**src/rtl/param_loader.sv**
```systemverilog
// param_loader: UART (8N1) byte receiver and 6-byte checksummed frame decoder.
// Valid frames write shadow registers; a commit frame copies all shadows to the
// active outputs on a single edge so the pulse generator sees an atomic update.
module param_loader #(
   parameter int unsigned CLKS_PER_BIT = 104,
   parameter int unsigned TIMEOUT_CLKS = 120000
) (
   input  logic        clk,
   input  logic        resetn,
   input  logic        RS232_Rx,
   output logic [31:0] period,
   output logic [31:0] p1width,
   output logic [31:0] delay,
   output logic [31:0] p2width,
   output logic [6:0]  pre_att,
   output logic [6:0]  post_att,
   output logic [7:0]  cpmg,
   output logic [7:0]  pulse_block,
   output logic [15:0] pulse_block_off,
   output logic        pump,
   output logic        block,
   output logic        frame_ok,
   output logic        frame_err,
   output logic        commit
);

   localparam int unsigned CNT_W = $clog2(CLKS_PER_BIT + 1);
   localparam int unsigned TO_W  = $clog2(TIMEOUT_CLKS + 1);
   localparam logic [CNT_W-1:0] BIT_LAST  = CNT_W'(CLKS_PER_BIT - 1);
   localparam logic [CNT_W-1:0] HALF_LAST = CNT_W'(CLKS_PER_BIT / 2 - 1);
   localparam logic [TO_W-1:0]  TO_LIMIT  = TO_W'(TIMEOUT_CLKS);

   localparam logic [2:0] U_IDLE = 3'd0, U_START = 3'd1, U_DATA = 3'd2,
                          U_STOP = 3'd3, U_WAIT_HIGH = 3'd4;
   localparam logic [1:0] F_CMD = 2'd0, F_DATA = 2'd1, F_CHK = 2'd2;
   localparam logic [7:0] CMD_COMMIT = 8'hA5;

   logic             rx_meta_q, rx_sync_q;
   logic [2:0]       u_state_q, u_state_d;
   logic [CNT_W-1:0] bit_cnt_q, bit_cnt_d;
   logic [2:0]       bit_idx_q, bit_idx_d;
   logic [7:0]       shift_q, shift_d;
   logic [7:0]       byte_q, byte_d;
   logic             byte_vld_q, byte_vld_d;
   logic             ferr_c;

   logic [1:0]       f_state_q, f_state_d;
   logic [1:0]       idx_q, idx_d;
   logic [7:0]       cmd_q, cmd_d;
   logic [7:0]       xor_q, xor_d;
   logic [31:0]      data_q, data_d;
   logic [TO_W-1:0]  to_cnt_q, to_cnt_d;
   logic             known_c;
   logic             frame_ok_q, frame_ok_d, frame_err_q, frame_err_d, commit_q, commit_d;

   logic [31:0] sh_period_q, sh_period_d, sh_p1width_q, sh_p1width_d;
   logic [31:0] sh_delay_q, sh_delay_d, sh_p2width_q, sh_p2width_d;
   logic [6:0]  sh_pre_att_q, sh_pre_att_d, sh_post_att_q, sh_post_att_d;
   logic [7:0]  sh_cpmg_q, sh_cpmg_d, sh_pb_q, sh_pb_d;
   logic [15:0] sh_pbo_q, sh_pbo_d;
   logic        sh_pump_q, sh_pump_d, sh_block_q, sh_block_d;

   logic [31:0] act_period_q, act_period_d, act_p1width_q, act_p1width_d;
   logic [31:0] act_delay_q, act_delay_d, act_p2width_q, act_p2width_d;
   logic [6:0]  act_pre_att_q, act_pre_att_d, act_post_att_q, act_post_att_d;
   logic [7:0]  act_cpmg_q, act_cpmg_d, act_pb_q, act_pb_d;
   logic [15:0] act_pbo_q, act_pbo_d;
   logic        act_pump_q, act_pump_d, act_block_q, act_block_d;

   // Two-flop synchronizer for the asynchronous receive line (idles high).
   always_ff @(posedge clk or negedge resetn) begin
      if (!resetn) begin
         rx_meta_q <= 1'b1;
         rx_sync_q <= 1'b1;
      end else begin
         rx_meta_q <= RS232_Rx;
         rx_sync_q <= rx_meta_q;
      end
   end

   // UART receiver: mid-bit sampling from the start-bit edge, LSB first.
   always_comb begin
      u_state_d  = u_state_q;
      bit_cnt_d  = bit_cnt_q;
      bit_idx_d  = bit_idx_q;
      shift_d    = shift_q;
      byte_d     = byte_q;
      byte_vld_d = 1'b0;
      ferr_c     = 1'b0;
      case (u_state_q)
         U_IDLE: begin
            if (!rx_sync_q) begin
               u_state_d = U_START;
               bit_cnt_d = '0;
            end
         end
         U_START: begin
            if (bit_cnt_q == HALF_LAST) begin
               bit_cnt_d = '0;
               bit_idx_d = '0;
               u_state_d = rx_sync_q ? U_IDLE : U_DATA;
            end else begin
               bit_cnt_d = bit_cnt_q + CNT_W'(1);
            end
         end
         U_DATA: begin
            if (bit_cnt_q == BIT_LAST) begin
               bit_cnt_d = '0;
               shift_d   = {rx_sync_q, shift_q[7:1]};
               if (bit_idx_q == 3'd7) u_state_d = U_STOP;
               else                   bit_idx_d = bit_idx_q + 3'd1;
            end else begin
               bit_cnt_d = bit_cnt_q + CNT_W'(1);
            end
         end
         U_STOP: begin
            if (bit_cnt_q == BIT_LAST) begin
               bit_cnt_d = '0;
               if (rx_sync_q) begin
                  byte_vld_d = 1'b1;
                  byte_d     = shift_q;
                  u_state_d  = U_IDLE;
               end else begin
                  ferr_c    = 1'b1;
                  u_state_d = U_WAIT_HIGH;
               end
            end else begin
               bit_cnt_d = bit_cnt_q + CNT_W'(1);
            end
         end
         U_WAIT_HIGH: begin
            if (rx_sync_q) u_state_d = U_IDLE;
         end
         default: u_state_d = U_IDLE;
      endcase
   end

   assign known_c = ((cmd_q >= 8'h01) && (cmd_q <= 8'h0A)) || (cmd_q == CMD_COMMIT);

   // Framer, timeout, shadow writes and atomic commit to the active set.
   always_comb begin
      f_state_d   = f_state_q;
      idx_d       = idx_q;
      cmd_d       = cmd_q;
      xor_d       = xor_q;
      data_d      = data_q;
      to_cnt_d    = to_cnt_q;
      frame_ok_d  = 1'b0;
      frame_err_d = 1'b0;
      commit_d    = 1'b0;
      sh_period_d = sh_period_q;   sh_p1width_d  = sh_p1width_q;
      sh_delay_d  = sh_delay_q;    sh_p2width_d  = sh_p2width_q;
      sh_pre_att_d = sh_pre_att_q; sh_post_att_d = sh_post_att_q;
      sh_cpmg_d   = sh_cpmg_q;     sh_pb_d       = sh_pb_q;
      sh_pbo_d    = sh_pbo_q;      sh_pump_d     = sh_pump_q;
      sh_block_d  = sh_block_q;
      act_period_d = act_period_q;   act_p1width_d  = act_p1width_q;
      act_delay_d  = act_delay_q;    act_p2width_d  = act_p2width_q;
      act_pre_att_d = act_pre_att_q; act_post_att_d = act_post_att_q;
      act_cpmg_d   = act_cpmg_q;     act_pb_d       = act_pb_q;
      act_pbo_d    = act_pbo_q;      act_pump_d     = act_pump_q;
      act_block_d  = act_block_q;
      if (ferr_c) begin
         frame_err_d = 1'b1;
         f_state_d   = F_CMD;
         to_cnt_d    = '0;
      end else if (byte_vld_q) begin
         // A byte arriving always clears the gap counter, even on the limit cycle.
         to_cnt_d = '0;
         case (f_state_q)
            F_CMD: begin
               cmd_d     = byte_q;
               xor_d     = byte_q;
               idx_d     = '0;
               f_state_d = F_DATA;
            end
            F_DATA: begin
               data_d = {data_q[23:0], byte_q};
               xor_d  = xor_q ^ byte_q;
               idx_d  = idx_q + 2'd1;
               if (idx_q == 2'd3) f_state_d = F_CHK;
            end
            F_CHK: begin
               f_state_d = F_CMD;
               if ((byte_q == xor_q) && known_c) begin
                  frame_ok_d = 1'b1;
                  case (cmd_q)
                     8'h01: sh_period_d   = data_q;
                     8'h02: sh_p1width_d  = data_q;
                     8'h03: sh_delay_d    = data_q;
                     8'h04: sh_p2width_d  = data_q;
                     8'h05: sh_pre_att_d  = data_q[6:0];
                     8'h06: sh_post_att_d = data_q[6:0];
                     8'h07: sh_cpmg_d     = data_q[7:0];
                     8'h08: sh_pb_d       = data_q[7:0];
                     8'h09: sh_pbo_d      = data_q[15:0];
                     8'h0A: begin
                        sh_pump_d  = data_q[0];
                        sh_block_d = data_q[1];
                     end
                     CMD_COMMIT: begin
                        commit_d       = 1'b1;
                        act_period_d   = sh_period_q;   act_p1width_d  = sh_p1width_q;
                        act_delay_d    = sh_delay_q;    act_p2width_d  = sh_p2width_q;
                        act_pre_att_d  = sh_pre_att_q;  act_post_att_d = sh_post_att_q;
                        act_cpmg_d     = sh_cpmg_q;     act_pb_d       = sh_pb_q;
                        act_pbo_d      = sh_pbo_q;      act_pump_d     = sh_pump_q;
                        act_block_d    = sh_block_q;
                     end
                     default: ;
                  endcase
               end else begin
                  frame_err_d = 1'b1;
               end
            end
            default: f_state_d = F_CMD;
         endcase
      end else if (f_state_q != F_CMD) begin
         if (to_cnt_q == TO_LIMIT) begin
            frame_err_d = 1'b1;
            f_state_d   = F_CMD;
            to_cnt_d    = '0;
         end else begin
            to_cnt_d = to_cnt_q + TO_W'(1);
         end
      end
   end

   // State, shadow and active registers.
   always_ff @(posedge clk or negedge resetn) begin
      if (!resetn) begin
         u_state_q <= U_IDLE;  bit_cnt_q <= '0;  bit_idx_q <= '0;
         shift_q <= '0;  byte_q <= '0;  byte_vld_q <= 1'b0;
         f_state_q <= F_CMD;  idx_q <= '0;  cmd_q <= '0;  xor_q <= '0;
         data_q <= '0;  to_cnt_q <= '0;
         frame_ok_q <= 1'b0;  frame_err_q <= 1'b0;  commit_q <= 1'b0;
         sh_period_q <= '0;  sh_p1width_q <= '0;  sh_delay_q <= '0;  sh_p2width_q <= '0;
         sh_pre_att_q <= '0;  sh_post_att_q <= '0;  sh_cpmg_q <= '0;  sh_pb_q <= '0;
         sh_pbo_q <= '0;  sh_pump_q <= 1'b0;  sh_block_q <= 1'b0;
         act_period_q <= '0;  act_p1width_q <= '0;  act_delay_q <= '0;  act_p2width_q <= '0;
         act_pre_att_q <= '0;  act_post_att_q <= '0;  act_cpmg_q <= '0;  act_pb_q <= '0;
         act_pbo_q <= '0;  act_pump_q <= 1'b0;  act_block_q <= 1'b0;
      end else begin
         u_state_q <= u_state_d;  bit_cnt_q <= bit_cnt_d;  bit_idx_q <= bit_idx_d;
         shift_q <= shift_d;  byte_q <= byte_d;  byte_vld_q <= byte_vld_d;
         f_state_q <= f_state_d;  idx_q <= idx_d;  cmd_q <= cmd_d;  xor_q <= xor_d;
         data_q <= data_d;  to_cnt_q <= to_cnt_d;
         frame_ok_q <= frame_ok_d;  frame_err_q <= frame_err_d;  commit_q <= commit_d;
         sh_period_q <= sh_period_d;  sh_p1width_q <= sh_p1width_d;
         sh_delay_q <= sh_delay_d;  sh_p2width_q <= sh_p2width_d;
         sh_pre_att_q <= sh_pre_att_d;  sh_post_att_q <= sh_post_att_d;
         sh_cpmg_q <= sh_cpmg_d;  sh_pb_q <= sh_pb_d;  sh_pbo_q <= sh_pbo_d;
         sh_pump_q <= sh_pump_d;  sh_block_q <= sh_block_d;
         act_period_q <= act_period_d;  act_p1width_q <= act_p1width_d;
         act_delay_q <= act_delay_d;  act_p2width_q <= act_p2width_d;
         act_pre_att_q <= act_pre_att_d;  act_post_att_q <= act_post_att_d;
         act_cpmg_q <= act_cpmg_d;  act_pb_q <= act_pb_d;  act_pbo_q <= act_pbo_d;
         act_pump_q <= act_pump_d;  act_block_q <= act_block_d;
      end
   end

   assign period          = act_period_q;
   assign p1width         = act_p1width_q;
   assign delay           = act_delay_q;
   assign p2width         = act_p2width_q;
   assign pre_att         = act_pre_att_q;
   assign post_att        = act_post_att_q;
   assign cpmg            = act_cpmg_q;
   assign pulse_block     = act_pb_q;
   assign pulse_block_off = act_pbo_q;
   assign pump            = act_pump_q;
   assign block           = act_block_q;
   assign frame_ok        = frame_ok_q;
   assign frame_err       = frame_err_q;
   assign commit          = commit_q;

endmodule
```
**config.mk**
```make
export PLATFORM = sky130hd
export DESIGN_NAME = param_loader
export DESIGN_NICKNAME = d
export VERILOG_FILES = /design/src/rtl/param_loader.sv
export SDC_FILE = /design/constraint.sdc
export NUM_CORES = 1
export LEC_CHECK = 0
export CORE_MARGIN = 3
export CORE_UTILIZATION = 45
export CTS_BUF_LIST = sky130_fd_sc_hd__clkbuf_4 sky130_fd_sc_hd__clkbuf_8 sky130_fd_sc_hd__clkbuf_16
export DETAILED_ROUTE_END_ITERATION = 8
export GPL_TIMING_DRIVEN = 1
export HOLD_SLACK_MARGIN = 0.03
export PLACE_DENSITY = 0.67
export SLEW_MARGIN = 20
export SYNTH_ARGS = -nofsm -noshare
export SYNTH_HDL_FRONTEND = slang
export SYNTH_SLANG_ARGS = --single-unit
export TNS_END_PERCENT = 50
```
**constraint.sdc**
```tcl
create_clock -name clk -period 3.3 [get_ports clk]
set_input_delay 0.495 -clock clk [delete_from_list [all_inputs] [get_ports clk]]
set_output_delay 0.495 -clock clk [all_outputs]
set_load 0.01 [all_outputs]
```
==> results.json <==
{
  "wire_per_inst_um": 19.75,
  "post_route_drc_violation_count": 0,
  "area_overhead_of_the_layout_relative_to_synthesis_pct": 21.64,
  "dieHeight_um": 206.3,
  "timing.critical_path.required_ns": 3.74,
  "drt_pre_antenna_iters": 5,
  "overall_track_demand_over_capacity_in_global_routing_pct": 18.38,
  "post_route_setup_tns_ns": 0,
  "final_core_util_pct": 56.05,
  "synth_edf_count": 0,
  "cp-end-kind": "register",
  "layout-drive-gt1-share_pct": 33.14,
  "first_pass_grt_wire_length_um": 61090,
  "clk_root_buffer_cell": "clkbuf_16",
  "finalSetupViolCount": 0,
  "post_synth_instance_area_mm2": 0.01806,
  "hold_removal_path_class": "reg -> reg",
  "gr-total-overflow": 0,
  "crit_path_class": "reg -> reg",
  "grt_pass1_vias": 10660,
  "stdcell_count": 1930,
  "post-place-cells": 1847,
  "cts-htree-levels": 2,
  "globalplace.congestion": 0.8335,
  "die_width_um": 206.3,
  "count_of_yosys_warnings_during_synthesis": 0,
  "peakVddDrop_v": 0.0003194,
  "report.final.hold_viol_count": 0,
  "worst-slew-pin-transition_ns": 0.9158,
  "netlist_top_cells_count": "dfrtp_1, mux2_2, mux2_1, buf_2, nand2_1",
  "synth_flop_cell": "dfrtp_1",
  "timing.final.crit_period_ns": 2.704,
  "clock_pin_slew_on_the_worst_setup_and_hold_paths_ns": 0.06,
  "grt_start_max_net_pins": 105,
  "unrepaired_setup_endpoints_after_global_routing": "false",
  "via_count": 10190,
  "power.density_mw_per_mm2": 496.0,
  "cts_tree": "yes",
  "start_kind": "register",
  "port_buffers": 181,
  "num_ports": 182,
  "ys_top_cells_by_area": "dfrtp_1, mux2_2, mux2_1, buf_2, mux2_4",
  "timing.max_slew.rel_slack_pct": 38.94,
  "grt_antenna_before_repair": 0,
  "coreArea_mm2": 0.03919,
  "synth-seq-cells": 456,
  "cp_data_arrival_time_ns": 3.14,
  "report.final.slew_viol_count": 0,
  "synth.lib_cells_used.distinct": 54,
  "share_of_flip_flops_with_an_asynchronous_set_or_reset_after_synthesis_pct": 100.0,
  "synth.largest_area_cell": "dfrtp_1",
  "crit_path_max_fanout": 32,
  "cts.sink_count": 456,
  "status": "finished, final reports clean",
  "tritoncts.num_buffers": 47,
  "nets": 1388,
  "yosysTopAreaCellShare_pct": 62.92,
  "post_synthesis_average_cell_area_um2": 15.07,
  "dp.final_hpwl_um": 24200,
  "postSynthCellCount": 1198,
  "synth_nets": 1207,
  "fillers": 3192,
  "cts-root-to-sink-buffers": 3,
  "drt.antenna.violating_nets": 0,
  "placementRows": 72,
  "fin_skew_ns": 0.01672,
  "synthMostInstantiatedCell": "dfrtp_1",
  "drt-initial-drc-count": 491,
  "synth-seq-area-share_pct": 63.21,
  "min_period_over_period_pct": 81.93,
  "antenna_cells_inserted": 0,
  "initial_util_pct": 46.08,
  "power.leakage_uw": 0.01080,
  "die_area_mm2": 0.04257,
  "worstSkewPairLatency_ns": 0.56,
  "maxCapViolCount": 0,
  "route.final.wire_length_um": 38120,
  "maximum_clock_rate_mhz": 369.9,
  "detail_route.vias_per_cell": 5.280,
  "p_total_uw": 10900
}
## sequential cells by signal, summed over array words and instances (netlist names), 32 cells and up
signal,count
sh_delay_q,32
p2width,32
sh_p2width_q,32
sh_period_q,32
delay,32
period,32
data_q,32
sh_p1width_q,32
p1width,32
## cell usage in the layout (no fill, tap or decap), types with 11 or more instances in the layout
| cell | count |
|---|---|
| dfrtp_1 | 454 |
| mux2_2 | 343 |
| clkdlybuf4s50_1 | 180 |
| mux2_1 | 55 |
| clkbuf_16 | 47 |
| nand2_1 | 32 |
| nor2_1 | 28 |
| a21oi_1 | 27 |
| nand3_1 | 18 |
| clkbuf_4 | 15 |
| xnor2_1 | 13 |
| inv_1 | 11 |
| o21ai_0 | 11 |
| mux2i_1 | 11 |
## power by group
group | internal (uW) | total, uW | switching (uW)
Clock | 3080 | 5170 | 2090
Combinational | 17.5 | 125 | 108
Sequential | 5590 | 5600 | 1.59
Total | 8700 | 10900 | 2200
## routing by layer
metal | wire length (um) | vias up | track usage, % | share of wire [%]
met1 | 17810 | 5332 | 26.19 | 47
li1 | - | 4630 | - | -
met3 | 1333 | 44 | 2.693 | 3.5
met2 | 18370 | 184 | 30.04 | 48
met4 | 602 | 0 | 4.388 | 1.6
met5 | 0 | - | 0 | 0
## worst paths after layout
check,start,to,slack [ns],cells after the start
min in group asynchronous,resetn,p2width[21],0.51,2
max in group asynchronous,resetn,data_q[29],1.90,3
worst min-delay path,rx_meta_q,rx_sync_q,0.36,0
worst min register to register,rx_meta_q,rx_sync_q,0.36,0
worst max register to register,cmd_q[6],sh_period_q[10],0.60,5
worst max-delay path,cmd_q[6],sh_period_q[10],0.60,5
## through the flow
step	hold slack (ns)	area, um^2	setup WS, ns
after detailed placement	0.3566	20440	0.5931
final	0.3640	21960	0.5963
after floorplan	0.1994	18060	1.066
after global routing	0.3643	21960	0.4096
after CTS	0.3498	21960	0.5665
after global placement	0.3490	20440	0.6448
## final cells by class
cell class              instances  area, um^2  share of cell area, %
clock buffers                  70        1399                  6.369
clock inverters                12       117.6                 0.5355
inverters                      11       41.29                 0.1880
multi-input cells             663        6284                  28.61
flip-flops and latches        456       11410                  51.96
well taps                     518       648.1                  2.951
repair buffers                200        2062                  9.388
## worst max-delay path: stages (launching register included)
cell     delay [ns]
dfrtp_1        0.40
nor4_1         0.51
and2b_1        0.25
nand4_1        0.10
or3_2          0.84
mux2_1         0.47
## cells by family (layout without fill, tap and decap cells)
logic type	after synthesis	after routing	synth area share [%]
XOR/XNOR	22	22	1.067
AO/OA/AOI/OAI	66	66	2.307
adder cells (fa/ha/maj)	6	6	0.4157
flip-flops	456	456	63.21
buffers and inverters	79	293	2.079
multiplexers	419	419	26.26
AND/OR/NAND/NOR	150	150	4.663
## what timing repair did
action	in CTS	in global routing
hold buffers	1	0
setup endpoints to repair	0	0
endpoints found under the hold margin	69	0
buffers inserted	0	0
gates resized for setup	0	0
No activity file was read; power rests on OpenSTA's default activity.
